<file path="src/rtl/imem_loader_pkg.sv">
// Shared definitions for the instruction-memory loader and the monocycle core:
// loader state encoding, default memory depth and the length-legality rule.
package imem_loader_pkg;

    localparam int DEPTH_WORDS_DEFAULT = 256;

    typedef enum logic [2:0] {
        ST_IDLE,
        ST_LEN_LO,
        ST_LEN_HI,
        ST_CHECK,
        ST_DATA,
        ST_WRITE,
        ST_DONE,
        ST_ERR
    } loader_state_e;

    // A session length is usable when it is non-zero and fits in the memory.
    function automatic logic len_ok(input logic [15:0] n, input int depth);
        return (n != 16'd0) && (int'({16'd0, n}) <= depth);
    endfunction

endpackage

</file>
<file path="src/rtl/imem_loader_byte_assembler.sv">
// Little-endian 4-byte packer: byte k of a word lands in bits 8k+7:8k.
// 'word' already includes the byte being accepted, so the caller can capture it on the same edge.
module byte_assembler (
    input  logic        clk,
    input  logic        rst_n,
    input  logic        clear,
    input  logic        byte_valid,
    input  logic [7:0]  byte_data,
    output logic [31:0] word,
    output logic        full
);

    logic [31:0] lanes_q;
    logic [1:0]  count_q;

    always_comb begin
        // NOTE: every output of a combinational block gets a default first so no latch is inferred.
        word = lanes_q;
        if (byte_valid) begin
            word[{count_q, 3'b000} +: 8] = byte_data;
        end
    end

    assign full = byte_valid && (count_q == 2'd3);

    always_ff @(posedge clk or negedge rst_n) begin
        // NOTE: non-blocking assignments so every flop samples the pre-edge values.
        if (!rst_n) begin
            lanes_q <= '0;
            count_q <= '0;
        end else if (clear) begin
            count_q <= '0;
        end else if (byte_valid) begin
            lanes_q <= word;
            count_q <= count_q + 2'd1;
        end
    end

endmodule

</file>
<file path="src/rtl/imem_loader.sv">
// Byte-stream loader that rewrites instruction memory while holding the core:
// 16-bit little-endian word count, then that many little-endian 32-bit words.
module imem_loader
    import imem_loader_pkg::*;
#(
    parameter int DEPTH_WORDS = DEPTH_WORDS_DEFAULT
) (
    input  logic        clk,
    input  logic        rst_n,
    input  logic        start,
    input  logic [7:0]  rx_data,
    input  logic        rx_valid,
    output logic        rx_ready,
    output logic        imem_we,
    output logic [31:0] imem_addr,
    output logic [31:0] imem_wdata,
    output logic        cpu_hold,
    output logic        busy,
    output logic        done,
    output logic        err
);

    loader_state_e state_q, state_d;

    logic [15:0] len_q;
    logic [15:0] word_index_q;
    logic        err_q;
    logic [31:0] addr_q;
    logic [31:0] wdata_q;

    logic        accept;
    logic        start_ok;
    logic        asm_valid;
    logic        asm_clear;
    logic        asm_full;
    logic [31:0] asm_word;
    logic        last_word;

    // Ready depends on state only, so the handshake never loops through rx_valid.
    assign rx_ready  = (state_q == ST_LEN_LO) || (state_q == ST_LEN_HI) || (state_q == ST_DATA);
    assign accept    = rx_valid && rx_ready;
    assign start_ok  = (state_q == ST_IDLE) && start;
    assign asm_valid = accept && (state_q == ST_DATA);
    assign asm_clear = start_ok || (state_q == ST_WRITE);
    assign last_word = (word_index_q + 16'd1) == len_q;

    byte_assembler u_byte_assembler (
        .clk        (clk),
        .rst_n      (rst_n),
        .clear      (asm_clear),
        .byte_valid (asm_valid),
        .byte_data  (rx_data),
        .word       (asm_word),
        .full       (asm_full)
    );

    always_comb begin
        state_d = state_q;
        imem_we = 1'b0;
        busy    = 1'b1;
        done    = 1'b0;
        unique case (state_q)
            ST_IDLE: begin
                busy = 1'b0;
                if (start) state_d = ST_LEN_LO;
            end
            ST_LEN_LO: if (rx_valid) state_d = ST_LEN_HI;
            ST_LEN_HI: if (rx_valid) state_d = ST_CHECK;
            ST_CHECK:  state_d = len_ok(len_q, DEPTH_WORDS) ? ST_DATA : ST_ERR;
            ST_DATA:   if (asm_full) state_d = ST_WRITE;
            ST_WRITE: begin
                imem_we = 1'b1;
                state_d = last_word ? ST_DONE : ST_DATA;
            end
            ST_DONE: begin
                done    = 1'b1;
                state_d = ST_IDLE;
            end
            ST_ERR: begin
                busy    = 1'b0;
                state_d = ST_IDLE;
            end
            default: begin
                busy    = 1'b0;
                state_d = ST_IDLE;
            end
        endcase
    end

    assign cpu_hold   = busy;
    assign err        = err_q;
    assign imem_addr  = addr_q;
    assign imem_wdata = wdata_q;

    always_ff @(posedge clk or negedge rst_n) begin
        if (!rst_n) begin
            state_q      <= ST_IDLE;
            len_q        <= '0;
            word_index_q <= '0;
            err_q        <= 1'b0;
            addr_q       <= '0;
            wdata_q      <= '0;
        end else begin
            state_q <= state_d;
            if (start_ok) begin
                err_q        <= 1'b0;
                word_index_q <= '0;
            end
            if ((state_q == ST_CHECK) && (state_d == ST_ERR)) begin
                err_q <= 1'b1;
            end
            if (accept && (state_q == ST_LEN_LO)) len_q[7:0]  <= rx_data;
            if (accept && (state_q == ST_LEN_HI)) len_q[15:8] <= rx_data;
            // Address and data are captured with the fourth byte so they are valid in WRITE.
            if (asm_full) begin
                addr_q  <= {14'b0, word_index_q, 2'b00};
                wdata_q <= asm_word;
            end
            if (state_q == ST_WRITE) begin
                word_index_q <= word_index_q + 16'd1;
            end
        end
    end

endmodule

</file>
<file path="config.mk">
export PLATFORM = sky130hd
export DESIGN_NAME = imem_loader
export DESIGN_NICKNAME = d
export VERILOG_FILES = /design/src/rtl/imem_loader_pkg.sv /design/src/rtl/imem_loader_byte_assembler.sv /design/src/rtl/imem_loader.sv
export SDC_FILE = /design/constraint.sdc
export NUM_CORES = 1
export LEC_CHECK = 0
export ABC_AREA = 1
export BUFFER_PORTS_ARGS = -buffer_cell sky130_fd_sc_hd__clkbuf_2
export CAP_MARGIN = 10
export CORE_UTILIZATION = 51
export CTS_CLUSTER_SIZE = 8
export DETAILED_ROUTE_END_ITERATION = 8
export PLACE_DENSITY = 0.77
export SETUP_SLACK_MARGIN = 0.02
export SYNTH_ARGS = -nofsm -noshare
export SYNTH_HDL_FRONTEND = slang
export SYNTH_SLANG_ARGS = --single-unit
</file>
<file path="constraint.sdc">
create_clock -name clk -period 1.98 [get_ports clk]
set_input_delay 0.495 -clock clk [delete_from_list [all_inputs] [get_ports clk]]
set_output_delay 0.495 -clock clk [all_outputs]
set_load 0.05 [all_outputs]
</file>
==> metrics.txt <==
outcome=finished, final reports clean; path type of the worst setup path=register to output port; routed wire length=~12000 um; drt pass-1 iters=4; cells after synthesis=643; post-synth top area cell=dfrtp_1; CP max stage delay=roughly 0.47 ns; slowest CP cell=dfrtp_2; # clock sinks=110; CTS Buf Count=9; Final Setup Violations=0; post-DP HPWL=8830 um; ranking of synthesized cells by area=dfrtp_1 (52%), nand2_1 (16%), o21ai_0 (6.7%), nand3_1 (4.8%), inv_1 (3.1%); Startpoint Class=register; remaining antenna violation count=0; WL/cell=14.1 um; total grt overflow=0; CP most frequent cell=inv_4; RSZ-0062 raised after global routing=no; latest clock arrival within the worst-skew pair=0.39 ns; pin count of the biggest net entering global routing=56; max-slew violations=0; hold slack=around 0.0017 ns; DRT iter0 DRCs=210; total track usage=23.6%; worst hold path class=input port to asynchronous set/reset pin; CTS tree=done; Fillers=slightly below 900; Min Clock Period, post-route=1.90 ns; Final Skew=0.0180 ns; final hold violation count=0; number of flops mapped to enable cells by yosys=0; Synth Warn #=0; vias in the first global route=4319; drt drc=0; P&R area growth vs syn=13.5%; Least-Margin Pin Slew=0.514 ns; Leak=3.14 nW; Top Ports=around 80; row cnt=36; Worst R2R Path Depth=13; CP Cell Sequence=inv_4 > nand3_2 > inv_4 > clkbuf_8; Die Ht=104 um; vias per std cell=roughly 5.2; CP endpoint kind=output port; flops & latches, synth=110; synthesized area per cell=a little over 8 um^2; worst vdd ir=approximately 500 uV; Max Clk Rate=0.526 GHz; CP max FO=10; die area=between 10000 and 15000 um^2; fraction of registers with async set/reset=100%; Clock transition at path regs=around 0.12 ns; non-filler cells, final=851; Initial Util=53.4%; core box area=between 9000 and 10000 um^2; R2R Setup Slk=around 0.21 ns; Max clock buf depth=2; GPL Wtd Cong=0.921; crit path launch=state_q[1]; PortBufs=65; Final #Nets=731; max-cap viol count=0; Final Cycle Share=96.1%; post-synthesis sequential area ratio=52.0%; RR Startpoint=word_index_q[0]; routed vias=about 4400; Slew headroom=between 60 and 70%; critical path data required time=1.48 ns; share of layout cells above drive strength 1=~17%; Root Driver=clkbuf_8; H-tree depth=3; area of the mapped netlist=5290 um^2; ANT cells=0; Fin Setup TNS=0 ns; first-pass GRT wire length=~20000 um; share of the synthesized area in the top cell type=52.0%; Netlist cell types=30; Power Density=1040 nW/um^2; # placed instances=834; Die W=104 um; antenna violations before repair=0; WP data arrival=1.41 ns; leading register cell type out of synthesis=dfrtp_1
## cells by family (layout without fill, tap and decap cells)
kind of cell               Yosys count  after routing  share of synthesized area [%]
AOI/OAI and AO/OA                   80             80                           7.78
xor gates and xnor gates             9              9                           2.01
adders and majority gates            6              6                           1.42
buffers and inverters               84            144                           7.67
DFF                                110            110                           52.0
other                                1             16                         0.0709
and+or+nand+nor                    353            353                           29.0
## final timing paths
kind	to
min in group clk	u_byte_assembler.lanes_q[2]
setup reg to reg	state_q[1]
hold reg to reg	imem_wdata[29]
hold / removal	state_q[0]
max in group asynchronous	word_index_q[6]
setup / recovery	imem_we
## cell usage in the layout (no fill, tap or decap), types with 3 or more instances in the layout
cell type  count
buf_4         14
clkbuf_2      60
clkbuf_8      11
clkinv_1       3
conb_1        16
dfrtp_1      107
dfrtp_2        3
ha_1           5
inv_1         42
inv_6          3
nand2_1      223
nand2_2        4
nand3_1       51
nand3b_1       4
nand4_1       16
nor2_1        28
nor2_2         5
nor2_4         7
nor3_1        10
o21ai_0       71
o22ai_1        7
xor2_1         5
## routing by layer
| layer | part of all wire, % | up-vias | GRT usage [%] | routed length, um |
|---|---|---|---|---|
| met5 | 0 | - | 0 | 0 |
| met4 | 2.0 | 0 | 7.86 | 239 |
| met3 | 4.6 | 26 | 3.84 | 547 |
| met2 | 49 | 138 | 40.1 | 5910 |
| met1 | 44 | 2094 | 30.8 | 5300 |
| li1 | - | 2185 | - | - |
## through the flow
step	instance area, um^2	util, %	total power [mW]	worst slack, ns
3_3_place_gp	5750	58.0	4.75	0.236
3_5_place_dp	5750	58.0	4.81	0.147
6_report	6000	60.6	6.26	0.0776
5_1_grt	6000	60.6	6.64	0.0203
4_1_cts	5970	60.2	6.19	0.0163
2_1_floorplan	5350	-	4.28	0.0328
## synth_stat cells, drive strengths merged (2+ instances only)
master and count:
nand2 227, dfrtp 110, o21ai 72, nand3 52
inv 45, nor2 40, buf 31, nand4 16
nor3 11, o22ai 7, ha 6, clkbuf 5
xor2 5, nand3b 4, clkinv 3, and2 2
xnor2 2, xnor3 2
## timing repair
item,CTS,global route
endpoints found under the setup margin,4,11
gates resized for setup,9,10
hold buffers,0,0
setup buffers,0,1
cloned,0,0
pin swaps,0,2
## registers in the layout (all words and copies together) (netlist names)
register	flops
err	1
imem_addr	16
imem_wdata	32
len_q	16
state_q	3
u_byte_assembler.count_q	2
u_byte_assembler.lanes_q	24
word_index_q	16
## power breakdown
group | internal, mW | leakage (nW) | switching, mW | total (mW)
Combinational | 0.696 | 1.55 | 1.38 | 2.07
Sequential | 2.55 | 1.50 | 0.295 | 2.85
Clock | 0.494 | 0.0934 | 0.849 | 1.34
## layout make-up
type	count	area [um^2]	area share, %
Sequential cell	110	2760	45.9
Tap cell	133	166	2.77
Inverter	48	185	3.08
Clock buffer	10	128	2.13
Timing Repair Buffer	80	488	8.13
Clock inverter	6	66.3	1.10
Multi-Input combinational cell	464	2210	36.9
## critical path, delay by kind of cell (launching register included)
family | cells | cell delay [ns]
DFF | 1 | 0.47
and+or+nand+nor | 1 | 0.10
buffers and inverters | 3 | 0.47
Power figures use the tool's default switching activity.
